`src/rtl/uart_rx_pkg.sv`:
```
// Shared types, limits and frame-length helper for the UART receive timing path.
// Latency: n/a (package only).
// Backpressure: n/a.
package uart_rx_pkg;

    typedef enum logic [1:0] {
        ST_IDLE  = 2'd0,
        ST_COUNT = 2'd1,
        ST_HOLD  = 2'd2
    } state_t;

    // data_sel encodings
    localparam logic [1:0] DSEL_5 = 2'b00;
    localparam logic [1:0] DSEL_6 = 2'b01;
    localparam logic [1:0] DSEL_7 = 2'b10;
    localparam logic [1:0] DSEL_8 = 2'b11;

    localparam int MIN_PRESCALE  = 4;
    localparam int MAX_FRAME_LEN = 12;
    localparam int FLEN_W        = $clog2(MAX_FRAME_LEN + 1);

    // Total bits in a frame: start + data + optional parity + 1 or 2 stop.
    function automatic logic [FLEN_W-1:0] frame_len(input logic [1:0] dsel,
                                                    input logic       par,
                                                    input logic       two_stop);
        logic [FLEN_W-1:0] d;
        case (dsel)
            DSEL_5:  d = FLEN_W'(5);
            DSEL_6:  d = FLEN_W'(6);
            DSEL_7:  d = FLEN_W'(7);
            DSEL_8:  d = FLEN_W'(8);
            default: d = FLEN_W'(8);
        endcase
        return FLEN_W'(1) + d + FLEN_W'(par) + (two_stop ? FLEN_W'(2) : FLEN_W'(1));
    endfunction

endpackage

```
`src/rtl/uart_rx_sample_gen.sv`:
```
// Decodes prescale and edge index into the 3-strobe sample window and bit_done.
// Latency: purely combinational; the parent registers the results.
// Backpressure: none.
// Ports: active (counting), prescale (P), edge_cnt -> sample_pulse, sample_idx, bit_done.
module uart_rx_sample_gen #(
    parameter int PRESCALE_WIDTH = 6
) (
    input  logic                      active,
    input  logic [PRESCALE_WIDTH-1:0] prescale,
    input  logic [PRESCALE_WIDTH-1:0] edge_cnt,
    output logic                      sample_pulse,
    output logic [1:0]                sample_idx,
    output logic                      bit_done
);
    localparam logic [PRESCALE_WIDTH-1:0] ONE = PRESCALE_WIDTH'(1);

    logic [PRESCALE_WIDTH-1:0] center;
    logic [PRESCALE_WIDTH-1:0] p_last;

    always_comb begin
        // Floor of P/2: odd P puts the window half an edge early.
        center       = prescale >> 1;
        p_last       = prescale - ONE;
        sample_pulse = 1'b0;
        sample_idx   = 2'd0;
        bit_done     = 1'b0;
        if (active) begin
            if (edge_cnt == center - ONE) begin
                sample_pulse = 1'b1;
                sample_idx   = 2'd0;
            end else if (edge_cnt == center) begin
                sample_pulse = 1'b1;
                sample_idx   = 2'd1;
            end else if (edge_cnt == center + ONE) begin
                sample_pulse = 1'b1;
                sample_idx   = 2'd2;
            end
            bit_done = (edge_cnt == p_last);
        end
    end

endmodule

```
`src/rtl/uart_rx_frame_timer.sv`:
```
// Oversampling edge/bit timer for UART RX with runtime frame format (5-8N/E/O, 1-2 stop).
// Latency: registered outputs; busy/edge_cnt=0/bit_cnt=0 one cycle after enable is taken in IDLE.
// Backpressure: none; enable low aborts to IDLE on the next cycle.
// Ports: clk, reset_n (sync, active-low), enable, Prescale, data_sel, par_en, stop2,
//        [rx_resync when UART_RX_FRAME_TIMER_RESYNC_EN is defined]
//        -> edge_cnt, bit_cnt, sample_pulse, sample_idx, bit_done, frame_done, busy, cfg_err.
module uart_rx_frame_timer #(
    parameter int PRESCALE_WIDTH = 6,
    parameter int N_BITS         = 4
) (
    input  logic                      clk,
    input  logic                      reset_n,
    input  logic                      enable,
    input  logic [PRESCALE_WIDTH-1:0] Prescale,
    input  logic [1:0]                data_sel,
    input  logic                      par_en,
    input  logic                      stop2,
`ifdef UART_RX_FRAME_TIMER_RESYNC_EN
    input  logic                      rx_resync,
`endif
    output logic [PRESCALE_WIDTH-1:0] edge_cnt,
    output logic [N_BITS-1:0]         bit_cnt,
    output logic                      sample_pulse,
    output logic [1:0]                sample_idx,
    output logic                      bit_done,
    output logic                      frame_done,
    output logic                      busy,
    output logic                      cfg_err
);
    import uart_rx_pkg::*;

    localparam logic [PRESCALE_WIDTH-1:0] ONE_E = PRESCALE_WIDTH'(1);
    localparam logic [N_BITS-1:0]         ONE_B = N_BITS'(1);

    state_t                    state, state_n;
    logic [PRESCALE_WIDTH-1:0] p_q;
    logic [1:0]                dsel_q;
    logic                      par_q, stop2_q;

    logic [PRESCALE_WIDTH-1:0] edge_n, p_act, p_last;
    logic [N_BITS-1:0]         bit_n, len_m1;
    logic                      frame_n, cfg_n, resync_hit, start;
    logic                      sp_n, bd_n;
    logic [1:0]                si_n;

    always_comb begin
        state_n = state;
        edge_n  = '0;
        bit_n   = '0;
        cfg_n   = cfg_err;
        start   = 1'b0;
        p_last  = p_q - ONE_E;
        len_m1  = N_BITS'(frame_len(dsel_q, par_q, stop2_q)) - ONE_B;
`ifdef UART_RX_FRAME_TIMER_RESYNC_EN
        resync_hit = rx_resync && (bit_cnt == '0);
`else
        resync_hit = 1'b0;
`endif
        case (state)
            ST_IDLE: begin
                if (enable) begin
                    if (Prescale >= PRESCALE_WIDTH'(MIN_PRESCALE)) begin
                        start   = 1'b1;
                        cfg_n   = 1'b0;
                        state_n = ST_COUNT;
                    end else begin
                        cfg_n   = 1'b1;
                        state_n = ST_HOLD;
                    end
                end
            end
            ST_COUNT: begin
                if (!enable) begin
                    state_n = ST_IDLE;
                end else if (edge_cnt == p_last && bit_cnt == len_m1) begin
                    state_n = ST_HOLD;
                end else if (resync_hit) begin
                    // Re-centre the start bit: restart its edge count, stay on bit 0.
                    bit_n = bit_cnt;
                end else if (edge_cnt == p_last) begin
                    bit_n = bit_cnt + ONE_B;
                end else begin
                    edge_n = edge_cnt + ONE_E;
                    bit_n  = bit_cnt;
                end
            end
            ST_HOLD: begin
                if (!enable) state_n = ST_IDLE;
            end
            default: state_n = ST_IDLE;
        endcase

        // Decode against the values the counters are about to take, so pulses
        // line up with the counters; a starting frame uses the live Prescale.
        p_act   = start ? Prescale : p_q;
        frame_n = (state == ST_COUNT) && (state_n == ST_COUNT) &&
                  (edge_n == p_last) && (bit_n == len_m1);
    end

    uart_rx_sample_gen #(
        .PRESCALE_WIDTH(PRESCALE_WIDTH)
    ) u_sample_gen (
        .active       (state_n == ST_COUNT),
        .prescale     (p_act),
        .edge_cnt     (edge_n),
        .sample_pulse (sp_n),
        .sample_idx   (si_n),
        .bit_done     (bd_n)
    );

    always_ff @(posedge clk) begin
        if (!reset_n) begin
            state        <= ST_IDLE;
            p_q          <= '0;
            dsel_q       <= 2'b00;
            par_q        <= 1'b0;
            stop2_q      <= 1'b0;
            edge_cnt     <= '0;
            bit_cnt      <= '0;
            sample_pulse <= 1'b0;
            sample_idx   <= 2'd0;
            bit_done     <= 1'b0;
            frame_done   <= 1'b0;
            busy         <= 1'b0;
            cfg_err      <= 1'b0;
        end else begin
            state        <= state_n;
            if (start) begin
                p_q     <= Prescale;
                dsel_q  <= data_sel;
                par_q   <= par_en;
                stop2_q <= stop2;
            end
            edge_cnt     <= edge_n;
            bit_cnt      <= bit_n;
            sample_pulse <= sp_n;
            sample_idx   <= si_n;
            bit_done     <= bd_n;
            frame_done   <= frame_n;
            busy         <= (state_n == ST_COUNT);
            cfg_err      <= cfg_n;
        end
    end

endmodule

```
`config.mk`:
```
export PLATFORM = sky130hd
export DESIGN_NAME = uart_rx_frame_timer
export DESIGN_NICKNAME = d
export VERILOG_FILES = /design/src/rtl/uart_rx_pkg.sv /design/src/rtl/uart_rx_sample_gen.sv /design/src/rtl/uart_rx_frame_timer.sv
export SDC_FILE = /design/constraint.sdc
export NUM_CORES = 1
export LEC_CHECK = 0
export ABC_AREA = 1
export CORE_ASPECT_RATIO = 1.5
export CORE_MARGIN = 2
export CORE_UTILIZATION = 33
export CTS_CLUSTER_SIZE = 10
export DETAILED_ROUTE_END_ITERATION = 7
export GPL_ROUTABILITY_DRIVEN = 0
export SYNTH_ARGS = -nofsm -noshare
export SYNTH_HDL_FRONTEND = slang
export SYNTH_SLANG_ARGS = --single-unit
```
`constraint.sdc`:
```
create_clock -name clk -period 5.65 [get_ports clk]
set_clock_uncertainty 0.1 [all_clocks]
set_input_delay 1.13 -clock clk [delete_from_list [all_inputs] [get_ports clk]]
set_output_delay 1.13 -clock clk [all_outputs]
set_load 0.005 [all_outputs]
```
==> flow_summary.json, run 1 <==
{
  "n_antenna_cell": 0,
  "critPathKind": "in2reg",
  "required_ns": 5.76,
  "crit_end": "bit_done",
  "cts_sinks": 29,
  "cts.path.max_buffers": 2,
  "cp.depth": 13,
  "fp.dieH_um": 109,
  "postRouteWirelength_um": 6520,
  "hold_viol_final": 0,
  "start_kind": "input port",
  "max_stage_delay_ns": 0.43,
  "cts_setup_buffers": 0,
  "dr_wl_met2_um": 3650,
  "tns_ns": 0,
  "grt_pass1_vias": 2268,
  "wl_met1_um": 2480,
  "antenna_found_initial": 0,
  "insertion_delay_ns": 0.28,
  "maxCapViolations": 0,
  "top_layer_used": "met4",
  "syn_nets": 392,
  "overflow": 0,
  "worst_setup_path_end_kind": "flop",
  "path_cells": "clkdlybuf4s50_1 -> nor2_1 -> nand2_1 -> nand2_4 -> nand2_1 -> nand2_2 -> ha_1 -> inv_1 -> o21ai_0 -> xor2_1 -> xor2_1 -> nand4_1 -> nor2_1",
  "critPathBufInv": 2,
  "slew_violations": 0,
  "grt_max_degree": 22,
  "critPathTopFamily": "simple AND/OR/NAND/NOR gates",
  "ant_nets": 0,
  "cts-htree-levels": 2,
  "cts_tree": "yes",
  "grt.total_usage_pct": 17.3,
  "period_minus_slack_ns": 3.42,
  "drive_gt1_share_pct": 9.57,
  "hpwl_um": 5220,
  "status": "finished clean",
  "cp_slowest_cell": "clkdlybuf4s50_1",
  "powerDensity_nw_per_um2": 215,
  "fin_crit_sh_pct": 60.5,
  "synth-adder-area-share_pct": 7.29,
  "power.leakage_nw": 1.35,
  "seqCellArea_um2": 581,
  "crit_fanout": 16,
  "min_path_type": "reg2reg",
  "io_pins": 30,
  "syn_area_um2": 2440,
  "synthSimpleGateAreaFrac_pct": 42.9,
  "cts_resized": 0,
  "avgSynthCellArea_um2": 6.66,
  "firstDrtPassIters": 4,
  "die_w_um": 74.2,
  "place_inst": 490,
  "drc": 0,
  "reg2reg_from": "dsel_q[0]",
  "synth_compound_area_share_pct": 4.78,
  "layout.nets": 423,
  "vias": 2331,
  "multi_input_area_um2": 1620,
  "netlist_instances": 366,
  "num_rows": 38,
  "fillers": 759,
  "via_per_inst": 4.69,
  "synth-seq-cells": 29,
  "grt_setup_unrepaired": "false",
  "grt_pass1_wl_um": 10600,
  "ys_warn_count": 0,
  "irDropWorstVdd_v": 0.000109,
  "rrSetupSlack_ns": 2.59,
  "max_freq_ghz": 0.292,
  "ctsRootBufferMaster": "clkbuf_8",
  "final_util_pct": 40.3,
  "coreArea_um2": 7180,
  "avgRoutedWirePerCell_um": 13.1,
  "muxShareOfSynthArea_pct": 0,
  "final_cell_count_no_fill": 497,
  "synthDistinctLibCells": 35,
  "cts_made_buffers": 5,
  "synth_top_family_by_area": "simple AND/OR/NAND/NOR gates",
  "die_area_um2": 8100,
  "synthToLayoutAreaGrowth_pct": 18.6,
  "yosysSeqAreaShare_pct": 23.8,
  "drt_iter0_drc": 66,
  "clk_pin_slew_ns": 0.06,
  "reg2reg_depth": 15,
  "cts_hold_buf": 0,
  "setup_viol": 0,
  "io_buffer_count": 29,
  "p_total_uw": 620,
  "arrival_ns": 3.53,
  "synth_xor_area_share_pct": 11.5,
  "reg2reg_to": "bit_done",
  "route.met3.wl_um": 163,
  "maxSlewHeadroom_pct": 64.1,
  "tightest_slew_ns": 0.535,
  "cp-startpoint": "Prescale[4]",
  "start_util_pct": 33.9
}
cells in the mapped netlist:
master | instances | area [um2]
nand2_1 | 99 | 372
nor2_1 | 48 | 180
inv_1 | 42 | 158
nand3_1 | 33 | 165
dfxtp_1 | 29 | 581
xor2_1 | 20 | 175
ha_1 | 11 | 138
nand4_1 | 10 | 62.6
xnor2_1 | 10 | 87.6
nand2_2 | 9 | 56.3
o21ai_0 | 8 | 40.0
a21oi_1 | 6 | 30.0
nand3_4 | 6 | 105
inv_2 | 5 | 18.8
nand3b_1 | 3 | 22.5
nor3_1 | 3 | 15.0
clkinv_1 | 2 | 7.51
fa_1 | 2 | 40.0
nand2_4 | 2 | 22.5
nor2_4 | 2 | 22.5
o21ai_2 | 2 | 17.5
a21oi_2 | 1 | 8.76
buf_12 | 1 | 20.0
buf_2 | 1 | 5.00
buf_4 | 1 | 7.51
buf_6 | 1 | 11.3
clkbuf_1 | 1 | 3.75
clkinv_2 | 1 | 5.00
nand3_2 | 1 | 10.0
nor2_2 | 1 | 6.26
o211ai_1 | 1 | 7.51
o21ai_1 | 1 | 5.00
o21bai_1 | 1 | 7.51
or2_2 | 1 | 6.26
xor2_2 | 1 | 16.3
worst min path at each step:
stage,startpoint,endpoint,slack [ns],cells past startpoint
2_1_floorplan,par_q,par_q,0.37,2
3_3_place_gp,dsel_q[1],dsel_q[1],0.39,2
3_5_place_dp,par_q,par_q,0.39,2
4_1_cts,par_q,par_q,0.40,2
5_1_grt,par_q,par_q,0.42,2
6_report,par_q,par_q,0.39,2
flip-flops by register name (all words and copies together), names as in the netlist:
name / flops
dsel_q: 2
sample_pulse: 1
bit_cnt: 4
state: 2
bit_done: 1
frame_done: 1
p_q: 6
par_q: 1
edge_cnt: 6
cfg_err: 1
busy: 1
sample_idx: 2
stop2_q: 1
worst register-to-register path, stage by stage (launching register included):
cell and delay, ns:
dfxtp_1 0.31, inv_1 0.09, ha_1 0.15, nor2_1 0.05, fa_1 0.41, fa_1 0.57
xor2_1 0.17, nand2_1 0.07, nor3_1 0.25, nand2_1 0.08, nand2_1 0.16, nand2_1 0.10
nand2_1 0.18, inv_1 0.11, nand4_1 0.10, nor2_1 0.04
layout make-up:
type	instances	area share, %
Multi-Input combinational cell	282	56.0
Sequential cell	29	20.1
Timing Repair Buffer	29	10.0
Inverter	50	6.54
Tap cell	100	4.33
Clock buffer	7	2.99
power by group:
group          internal, mW  switching (mW)  leakage [nW]
logic                0.0871           0.141          1.07
clock network        0.0964          0.0753        0.0443
registers             0.214         0.00687         0.237
stage by stage:
stage | hold slack, ns | setup slack [ns] | area, um2
2_1_floorplan | 0.366 | 2.83 | 2440
3_3_place_gp | 0.389 | 2.01 | 2800
3_5_place_dp | 0.388 | 1.99 | 2800
4_1_cts | 0.397 | 2.26 | 2890
5_1_grt | 0.422 | 1.99 | 2890
6_report | 0.392 | 2.23 | 2890
cells by family after synthesis:
| family | count (synthesis) |
|---|---|
| buf+inv | 55 |
| fa+ha+maj | 13 |
| flops | 29 |
| xor+xnor | 31 |
| simple gates | 218 |
| compound gates | 20 |
per-layer routing:
layer | up-vias | track usage (%)
met3 | 16 | 1.94
li1 | 1207 | -
met2 | 51 | 34.5
met5 | - | 0
met1 | 1057 | 16.9
met4 | 0 | 8.05
layout by cell type (no fill, tap or decap), types with 6 or more instances in the layout:
| cell type | n |
|---|---|
| a21oi_1 | 6 |
| clkbuf_8 | 6 |
| clkdlybuf4s50_1 | 29 |
| dfxtp_1 | 29 |
| ha_1 | 11 |
| inv_1 | 42 |
| nand2_1 | 99 |
| nand2_2 | 9 |
| nand3_1 | 33 |
| nand3_4 | 6 |
| nand4_1 | 10 |
| nor2_1 | 48 |
| o21ai_0 | 8 |
| xnor2_1 | 10 |
| xor2_1 | 20 |
Note: power is estimated with default switching activity, not from simulation.
==> inputs of run 2 (changes only) <==
==> constraint.sdc (replaced) <==
create_clock -name clk -period 2.9 [get_ports clk]
set_clock_uncertainty 0.1 [all_clocks]
set_input_delay 0.58 -clock clk [delete_from_list [all_inputs] [get_ports clk]]
set_output_delay 0.58 -clock clk [all_outputs]
set_load 0.005 [all_outputs]
==> flow_summary.json, run 2 (synthesis results as in run 1) <==
{
  "fillers": 733,
  "num_rows": 38,
  "antenna_found_initial": 0,
  "grt_max_degree": 13,
  "vias": 2482,
  "drc": 0,
  "final_common_cell": "nand2_1",
  "period_minus_slack_ns": 2.76,
  "fp.dieH_um": 109,
  "seq_power_share_pct": 32.4,
  "grt_setup_unrepaired": "true",
  "drive_gt1_share_pct": 20.6,
  "cts_sinks": 29,
  "irDropWorstVdd_v": 0.000140,
  "overflow": 0,
  "setup_viol": 0,
  "tightest_slew_ns": 0.449,
  "pwr-share-comb_pct": 41.7,
  "power.leakage_nw": 1.53,
  "place_area_um2": 3020,
  "ctsRootBufferMaster": "clkbuf_8",
  "drt_iter0_drc": 83,
  "max_freq_ghz": 0.362,
  "insertion_delay_ns": 0.29,
  "grt_pass1_vias": 2471,
  "p_total_mw": 1.33,
  "grt.total_usage_pct": 18.7,
  "cts_hold_buf": 0,
  "hold_viol_final": 0,
  "power.share.switching_pct": 35.9,
  "start_kind": "flop",
  "fin_crit_sh_pct": 95.2,
  "cts_tree": "yes",
  "start_util_pct": 33.9,
  "grt_pass1_wl_um": 11300,
  "cts-htree-levels": 2,
  "maxSlewHeadroom_pct": 70.0,
  "layout_common_cells": "nand2_1, nor2_1, inv_1",
  "maxCapViolations": 0,
  "min_path_type": "reg2reg",
  "ant_nets": 0,
  "preCtsSetupSlack_ns": -0.130,
  "cts.path.max_buffers": 2,
  "clk_pin_slew_ns": 0.07,
  "rrSetupSlack_ns": 0.14,
  "clkPwrFrac_pct": 25.9,
  "final_util_pct": 44.9,
  "final_cell_count_no_fill": 531,
  "required_ns": 2.99,
  "hold_ws_ns": 0.387,
  "via_per_inst": 4.67,
  "crit_fanout": 4,
  "setup_slack_ns": 0.138,
  "firstDrtPassIters": 4,
  "layout.nets": 457,
  "p_sw_uw": 479,
  "io_pins": 30,
  "critPathKind": "reg2reg",
  "coreArea_um2": 7180,
  "n_antenna_cell": 0,
  "die_w_um": 74.2,
  "powerDensity_nw_per_um2": 413,
  "die_area_um2": 8100,
  "worst_setup_path_end_kind": "flop",
  "arrival_ns": 2.85,
  "p_int_uw": 854,
  "status": "finished clean",
  "avgRoutedWirePerCell_um": 13.3,
  "io_buffer_count": 29,
  "synthToLayoutAreaGrowth_pct": 32.5,
  "tns_ns": 0,
  "hpwl_um": 5760,
  "slew_violations": 0,
  "place_inst": 519,
  "cts_made_buffers": 5,
  "reg_top3": "edge_cnt x6, p_q x6, bit_cnt x4",
  "stdcell_area_um2": 3230,
  "postRouteWirelength_um": 7080
}
run 2: per-layer routing:
layer	track usage [%]	share of wire (%)
met1	16.7	36
met2	36.9	55
met3	2.96	2.5
met4	11.6	6.2
met5	0	0
run 2: cell type report:
class	count	area (um2)	share of cell area, %
Sequential cell	29	583	18.1
Multi-Input combinational cell	282	1690	52.5
Inverter	50	194	6.01
Tap cell	100	125	3.88
Timing Repair Buffer	63	546	16.9
Clock buffer	7	86.3	2.68
run 2: critical path, cell delays in order, from the launching register on:
cell and delay (ns):
dfxtp_2 0.33, inv_4 0.08, ha_4 0.13, nor2_2 0.04, fa_2 0.40, fa_2 0.57
xor2_1 0.14, nand2_1 0.08, nor3_2 0.15, nand2_1 0.12, nand2_4 0.11, nand2_2 0.08
nand2_4 0.10, inv_1 0.08, nand4_1 0.11, nor2_1 0.04
run 2: what timing repair did:
| action | 4_1_cts | 5_1_grt |
|---|---|---|
| resized for setup | 3 | 21 |
| setup endpoints to repair | 5 | 5 |
| pin swaps | 0 | 9 |
| buffers inserted | 0 | 5 |
run 2: final timing paths:
kind,startpoint,to,depth (start not counted)
min reg2reg,par_q,par_q,2
max,dsel_q[0],bit_done,15
min,par_q,par_q,2
max reg2reg,dsel_q[0],bit_done,15
run 2: power by group through the flow:
stage          registers, mW  logic (mW)  clock network [mW]
3_3_place_gp           0.438       0.502                   0
4_1_cts                0.430       0.517               0.358
2_1_floorplan          0.436       0.335                   0
6_report               0.431       0.556               0.345
3_5_place_dp           0.439       0.509                   0
5_1_grt                0.434       0.618               0.373
